## config.mk

```make
export PLATFORM = sky130hd
export DESIGN_NAME = simple_operand_stage
export DESIGN_NICKNAME = d
export VERILOG_FILES = /design/src/rtl/simple_pkg.sv /design/src/rtl/simple_regfile.sv /design/src/rtl/simple_operand_stage.sv
export SDC_FILE = /design/constraint.sdc
export NUM_CORES = 1
export LEC_CHECK = 0
export CAP_MARGIN = 25
export CORE_ASPECT_RATIO = 1.2
export CORE_MARGIN = 2
export CORE_UTILIZATION = 53
export DETAILED_ROUTE_END_ITERATION = 8
export PLACE_DENSITY = 0.77
export SETUP_SLACK_MARGIN = 0.15
export SYNTH_ARGS = -nofsm -noshare
export SYNTH_HDL_FRONTEND = slang
export SYNTH_SLANG_ARGS = --single-unit
```

## constraint.sdc

```tcl
create_clock -name clk -period 2.4 [get_ports clk]
set_clock_uncertainty 0.1 [all_clocks]
set_input_delay 0.48 -clock clk [delete_from_list [all_inputs] [get_ports clk]]
set_output_delay 0.48 -clock clk [all_outputs]
set_load 0.03 [all_outputs]
```

## src/rtl/simple_pkg.sv

```systemverilog
// Shared constants, instruction field layout and decode helpers for the SIMPLE datapath.
package simple_pkg;

  localparam int DATA_W  = 16;
  localparam int NREG    = 8;
  localparam int REG_W   = $clog2(NREG);
  localparam int INSTR_W = 16;

  localparam int CLS_LSB = 14;
  localparam int RS_LSB  = 11;
  localparam int RD_LSB  = 8;
  localparam int OP_LSB  = 4;
  localparam int D_LSB   = 0;

  localparam logic [1:0] CLS_ARITH = 2'b11;

  localparam logic [3:0] OP_ADD = 4'h0;
  localparam logic [3:0] OP_SUB = 4'h1;
  localparam logic [3:0] OP_AND = 4'h2;
  localparam logic [3:0] OP_OR  = 4'h3;
  localparam logic [3:0] OP_XOR = 4'h4;
  localparam logic [3:0] OP_CMP = 4'h5;
  localparam logic [3:0] OP_MOV = 4'h6;
  localparam logic [3:0] OP_SLL = 4'h8;
  localparam logic [3:0] OP_SLR = 4'h9;
  localparam logic [3:0] OP_SRL = 4'hA;
  localparam logic [3:0] OP_SRA = 4'hB;
  localparam logic [3:0] OP_HLT = 4'hF;

  typedef struct packed {
    logic [DATA_W-1:0] a;
    logic [DATA_W-1:0] b;
    logic [3:0]        salu;
    logic [REG_W-1:0]  rd;
    logic              wr;
  } alu_req_t;

  function automatic logic is_shift(input logic [3:0] op3);
    return op3 inside {OP_SLL, OP_SLR, OP_SRL, OP_SRA};
  endfunction

  function automatic logic is_legal(input logic [1:0] cls, input logic [3:0] op3);
    logic ok;
    case (op3)
      OP_ADD, OP_SUB, OP_AND, OP_OR, OP_XOR, OP_CMP, OP_MOV,
      OP_SLL, OP_SLR, OP_SRL, OP_SRA, OP_HLT: ok = 1'b1;
      default:                                ok = 1'b0;
    endcase
    return (cls == CLS_ARITH) && ok;
  endfunction

endpackage

```

## src/rtl/simple_regfile.sv

```systemverilog
// NREG x DATA_W register file: two async read ports with write-through bypass, one write port.
// Zero-latency reads; a same-cycle write to the read address is forwarded.
module simple_regfile
  import simple_pkg::*;
(
  input  logic              clk_i,
  input  logic              rst_i,
  input  logic              we_i,
  input  logic [REG_W-1:0]  waddr_i,
  input  logic [DATA_W-1:0] wdata_i,
  input  logic [REG_W-1:0]  ra_addr_i,
  output logic [DATA_W-1:0] ra_data_o,
  input  logic [REG_W-1:0]  rb_addr_i,
  output logic [DATA_W-1:0] rb_data_o
);

  logic [DATA_W-1:0] mem_q [NREG];

  always_ff @(posedge clk_i) begin
    if (rst_i) begin
      for (int i = 0; i < NREG; i++) mem_q[i] <= '0;
    end else if (we_i) begin
      mem_q[waddr_i] <= wdata_i;
    end
  end

  assign ra_data_o = (we_i && (waddr_i == ra_addr_i)) ? wdata_i : mem_q[ra_addr_i];
  assign rb_data_o = (we_i && (waddr_i == rb_addr_i)) ? wdata_i : mem_q[rb_addr_i];

endmodule

```

## src/rtl/simple_operand_stage.sv

```systemverilog
// Issue stage ahead of the ALU: decode, operand read, RAW/WAW scoreboard, registered valid/ready output.
// One cycle accept-to-out_valid; input stalls on hazards, halt, or a held output.
module simple_operand_stage
  import simple_pkg::*;
(
  input  logic               clk,
  input  logic               rst,
  input  logic               in_valid,
  output logic               in_ready,
  input  logic [INSTR_W-1:0] in_instr,
  output logic               out_valid,
  input  logic               out_ready,
  output logic [DATA_W-1:0]  out_a,
  output logic [DATA_W-1:0]  out_b,
  output logic [3:0]         out_salu,
  output logic [REG_W-1:0]   out_rd,
  output logic               out_wr,
  input  logic               wb_en,
  input  logic [REG_W-1:0]   wb_addr,
  input  logic [DATA_W-1:0]  wb_data,
  output logic               illegal,
  output logic               halted
);

  logic [1:0]       cls;
  logic [REG_W-1:0] rs, rd;
  logic [3:0]       op3, dfield;

  assign cls    = in_instr[CLS_LSB +: 2];
  assign rs     = in_instr[RS_LSB +: REG_W];
  assign rd     = in_instr[RD_LSB +: REG_W];
  assign op3    = in_instr[OP_LSB +: 4];
  assign dfield = in_instr[D_LSB +: 4];

  logic legal, hlt, op_vld, shift, reads_rd, reads_rs, wr;

  // HLT and illegal words never touch registers, so they cannot stall on hazards.
  assign legal    = is_legal(cls, op3);
  assign hlt      = legal && (op3 == OP_HLT);
  assign op_vld   = legal && !hlt;
  assign shift    = is_shift(op3);
  assign reads_rd = op_vld && (op3 != OP_MOV);
  assign reads_rs = op_vld && !shift;
  assign wr       = op_vld && (op3 != OP_CMP);

  logic [DATA_W-1:0] rd_data, rs_data;

  simple_regfile u_regfile (
    .clk_i     (clk),
    .rst_i     (rst),
    .we_i      (wb_en),
    .waddr_i   (wb_addr),
    .wdata_i   (wb_data),
    .ra_addr_i (rd),
    .ra_data_o (rd_data),
    .rb_addr_i (rs),
    .rb_data_o (rs_data)
  );

  logic [NREG-1:0] pend_q, pend_d;
  logic            out_vld_q, illegal_q, halted_q;
  alu_req_t        out_q, out_d;
  logic            rs_byp, rd_byp, hazard, accept;

  assign rs_byp = wb_en && (wb_addr == rs);
  assign rd_byp = wb_en && (wb_addr == rd);
  assign hazard = (pend_q[rs] && reads_rs && !rs_byp) ||
                  (pend_q[rd] && (reads_rd || wr) && !rd_byp);

  assign in_ready = !halted_q && !rst && (!out_vld_q || out_ready) && !hazard;
  assign accept   = in_valid && in_ready;

  always_comb begin
    out_d.a    = rd_data;
    out_d.b    = shift ? {{(DATA_W-4){1'b0}}, dfield} : rs_data;
    out_d.salu = op3;
    out_d.rd   = rd;
    out_d.wr   = wr;
  end

  // Set after clear so a same-cycle issue to the written register stays pending.
  always_comb begin
    pend_d = pend_q;
    if (wb_en)         pend_d[wb_addr] = 1'b0;
    if (accept && wr)  pend_d[rd]      = 1'b1;
  end

  always_ff @(posedge clk) begin
    if (rst) begin
      out_vld_q <= 1'b0;
      out_q     <= '0;
      pend_q    <= '0;
      illegal_q <= 1'b0;
      halted_q  <= 1'b0;
    end else begin
      pend_q    <= pend_d;
      illegal_q <= accept && !legal;
      if (accept && hlt) halted_q <= 1'b1;
      if (accept && op_vld) begin
        out_vld_q <= 1'b1;
        out_q     <= out_d;
      end else if (out_ready) begin
        out_vld_q <= 1'b0;
      end
    end
  end

  assign out_valid = out_vld_q;
  assign out_a     = out_q.a;
  assign out_b     = out_q.b;
  assign out_salu  = out_q.salu;
  assign out_rd    = out_q.rd;
  assign out_wr    = out_q.wr;
  assign illegal   = illegal_q;
  assign halted    = halted_q;

endmodule
```

==> results.yml <==
timing:
  drv_slew: 0
  fin_setup_tns_ps: -60.8
  slew_headroom: 0.678
  fin_crit_sh: 1.03
  finalWorstSetupSlack_ps: -60.8
  timing.fmax_mhz: 406
  setup_viol: 1
  worst_pin_slew_ps: 478
  rsz0062_at_grt: "yes"
  hold_violations: 0
  period_needed_ps: 2460
setup_path:
  crit_required_ps: 1820
  start_kind: "flop"
  worst-path-max-fanout: 2
  arrival_ps: 1880
  path_class: "reg -> out"
  setup.worst_path.end_class: "output port"
power:
  leakage_nw: 4.66
  power_density_mw_per_mm2: 622
  peakVddDrop_uv: 539
  power_w: 0.00753
yosys:
  synthTopCellsByArea: "edfxtp_1 (40%), dfxtp_1 (11%), mux4_2 (9.3%)"
  ys.warnings.count: 0
  yosysTopAreaCellShare: 0.398
  ys_seq_area_frac: 0.504
  yosys.cell_types.count: 55
  syn-num-nets: 826
  synth_top_area_cell: "edfxtp_1"
  synth.avg_cell_area_sq_um: 12.3
  synthCells: 786
  synth_edf_count: 128
  ys.flop_type: "edfxtp_1"
  netlist_top_cells_count: "and2_1 (133), edfxtp_1 (128), mux2i_1 (70)"
  synth-seq-cells: 179
  syn-cell-area_sq_mm: 0.00965
  yosysMostFrequentCell: "and2_1"
  async_flop_share: 0
place:
  place.gp.congestion: 0.951
  dp_hpwl_mm: 18.8
  port-buffer-count: 83
  place_area_sq_mm: 0.0115
  post-place-ws_ps: -329
clock_tree:
  clk_path_buf_depth: 2
  htree_levels: 4
  clkSinkCount: 179
  cts_tree: "built"
  cts_root_buf: "clkbuf_16"
  clk_pin_slew_ps: 70
  cts_buffers: 17
  insertion_delay_ps: 450
global_route:
  grt_pass1_wl_mm: 43.2
  grt.overflow.total: 0
  grt_util_all_layers: 0.297
  first_global_vias: 7588
  grt_max_degree: 44
  antenna_found_initial: 0
outcome:
  violations: "negative setup slack"
  outcome: "finished, violations left"
cells_and_area:
  utilization: 0.671
  n_antenna_cell: 0
  fin_nets: 966
  final_area_sq_mm: 0.0121
  area_growth_pct: 25.5
  drive_gt1_frac: 0.234
floorplanning:
  fp.dieW_um: 127
  die_h_um: 152
  ios: 84
  rows: 54
  core_area_sq_mm: 0.0180
  dieArea_sq_mm: 0.0193
  start_util: 0.535
detailed_routing:
  ant_nets: 0
  num_vias: 7316
  drc_errors: 0
  drt_first_pass_iters: 8
  drtIter0Drc: 764
  post_drt_wl_per_cell_um: 24.1
  vias_per_cell: 6.29
  drt-total-wl_mm: 28.1
worst_hold_path:
  hp-class: "in -> reg"
run:
  drv_cap: 0
routing by layer:
layer	vias to the layer above	wire [um]	GRT usage
met5	-	0	0
met2	466	14100	0.505
li1	3192	-	-
met4	0	898	0.117
met1	3579	10500	0.379
met3	79	2540	0.0507
path summary, 6_finish.rpt:
| check | from | to | slack [ps] | depth (start not counted) |
|---|---|---|---|---|
| min | in_instr[8] | pend_q[5] | 310 | 3 |
| max | pend_q[6] | in_ready | -60 | 5 |
| min reg2reg | out_a[7] | out_a[7] | 380 | 2 |
| max reg2reg | pend_q[6] | out_b[6] | 290 | 7 |
repair_timing:
action                     in CTS  in global routing
hold buffers                    0                  0
pin swaps                       3                  2
setup endpoints to repair       3                  5
gates cloned                    0                  0
hold endpoints to repair        0                  0
buffers inserted                3                  0
gates resized for setup         8                  5
registers in the layout, summed over array words and instances, names as in the netlist:
name / cells
out_a: 16
out_wr: 1
halted: 1
pend_q: 8
out_salu: 4
u_regfile.mem_q: 128
out_rd: 3
illegal: 1
out_b: 16
out_valid: 1
area by class of cell:
class,count,area (sq um)
Sequential cell,179,4870
Timing Repair Buffer,181,1820
Fill cell,1255,5930
Clock buffer,17,425
Inverter,15,56.3
Clock inverter,15,168
Tap cell,224,280
Multi-Input combinational cell,532,4490
through the flow:
| step | std cells | hold WS, ps |
|---|---|---|
| 2_1_floorplan | 786 | 344 |
| 3_3_place_gp | 1128 | 360 |
| 3_5_place_dp | 1128 | 369 |
| 4_1_cts | 1163 | 299 |
| 5_1_grt | 1163 | 357 |
| 6_report | 1163 | 306 |
cells in the final DEF, fill, tap and decap left out, types with 5 or more instances in the layout:
cell type,instances
mux4_2,40
mux2_4,17
mux2_2,8
dfxtp_1,47
o21ai_0,31
nand2_1,14
o211ai_1,5
clkdlybuf4s50_1,74
mux2i_1,70
nor3_1,5
a22oi_1,8
inv_6,6
nor2_1,22
o22ai_1,8
a21oi_1,22
a221oi_1,5
buf_2,5
nor2b_1,28
nand2b_1,36
o32ai_1,5
xnor2_1,7
and2_1,133
inv_1,15
a221o_1,6
edfxtp_1,128
buf_4,76
clkbuf_16,17
buf_12,22
critical path, cell delays in order, from the launching register on:
cell and delay (ps):
dfxtp_2 330, mux4_2 460, nor2b_4 140, o2111ai_4 190
o211a_4 190, buf_6 120
power by group:
part	switching [W]	internal [W]
clock network	0.00126	0.00157
registers	0.0000971	0.00348
logic	0.000582	0.000541
total	0.00194	0.00558
cell families (layout without fill, tap and decap cells):
family                    Yosys count  in the layout  share of synthesized area
muxes                             135            135                      0.202
and+or+nand+nor                   264            264                      0.163
buffers and inverters              75            228                     0.0348
xor gates and xnor gates            7              7                    0.00635
DFF                               179            179                      0.504
AOI/OAI and AO/OA                 126            126                     0.0903
(Power assumes the default switching activity.)
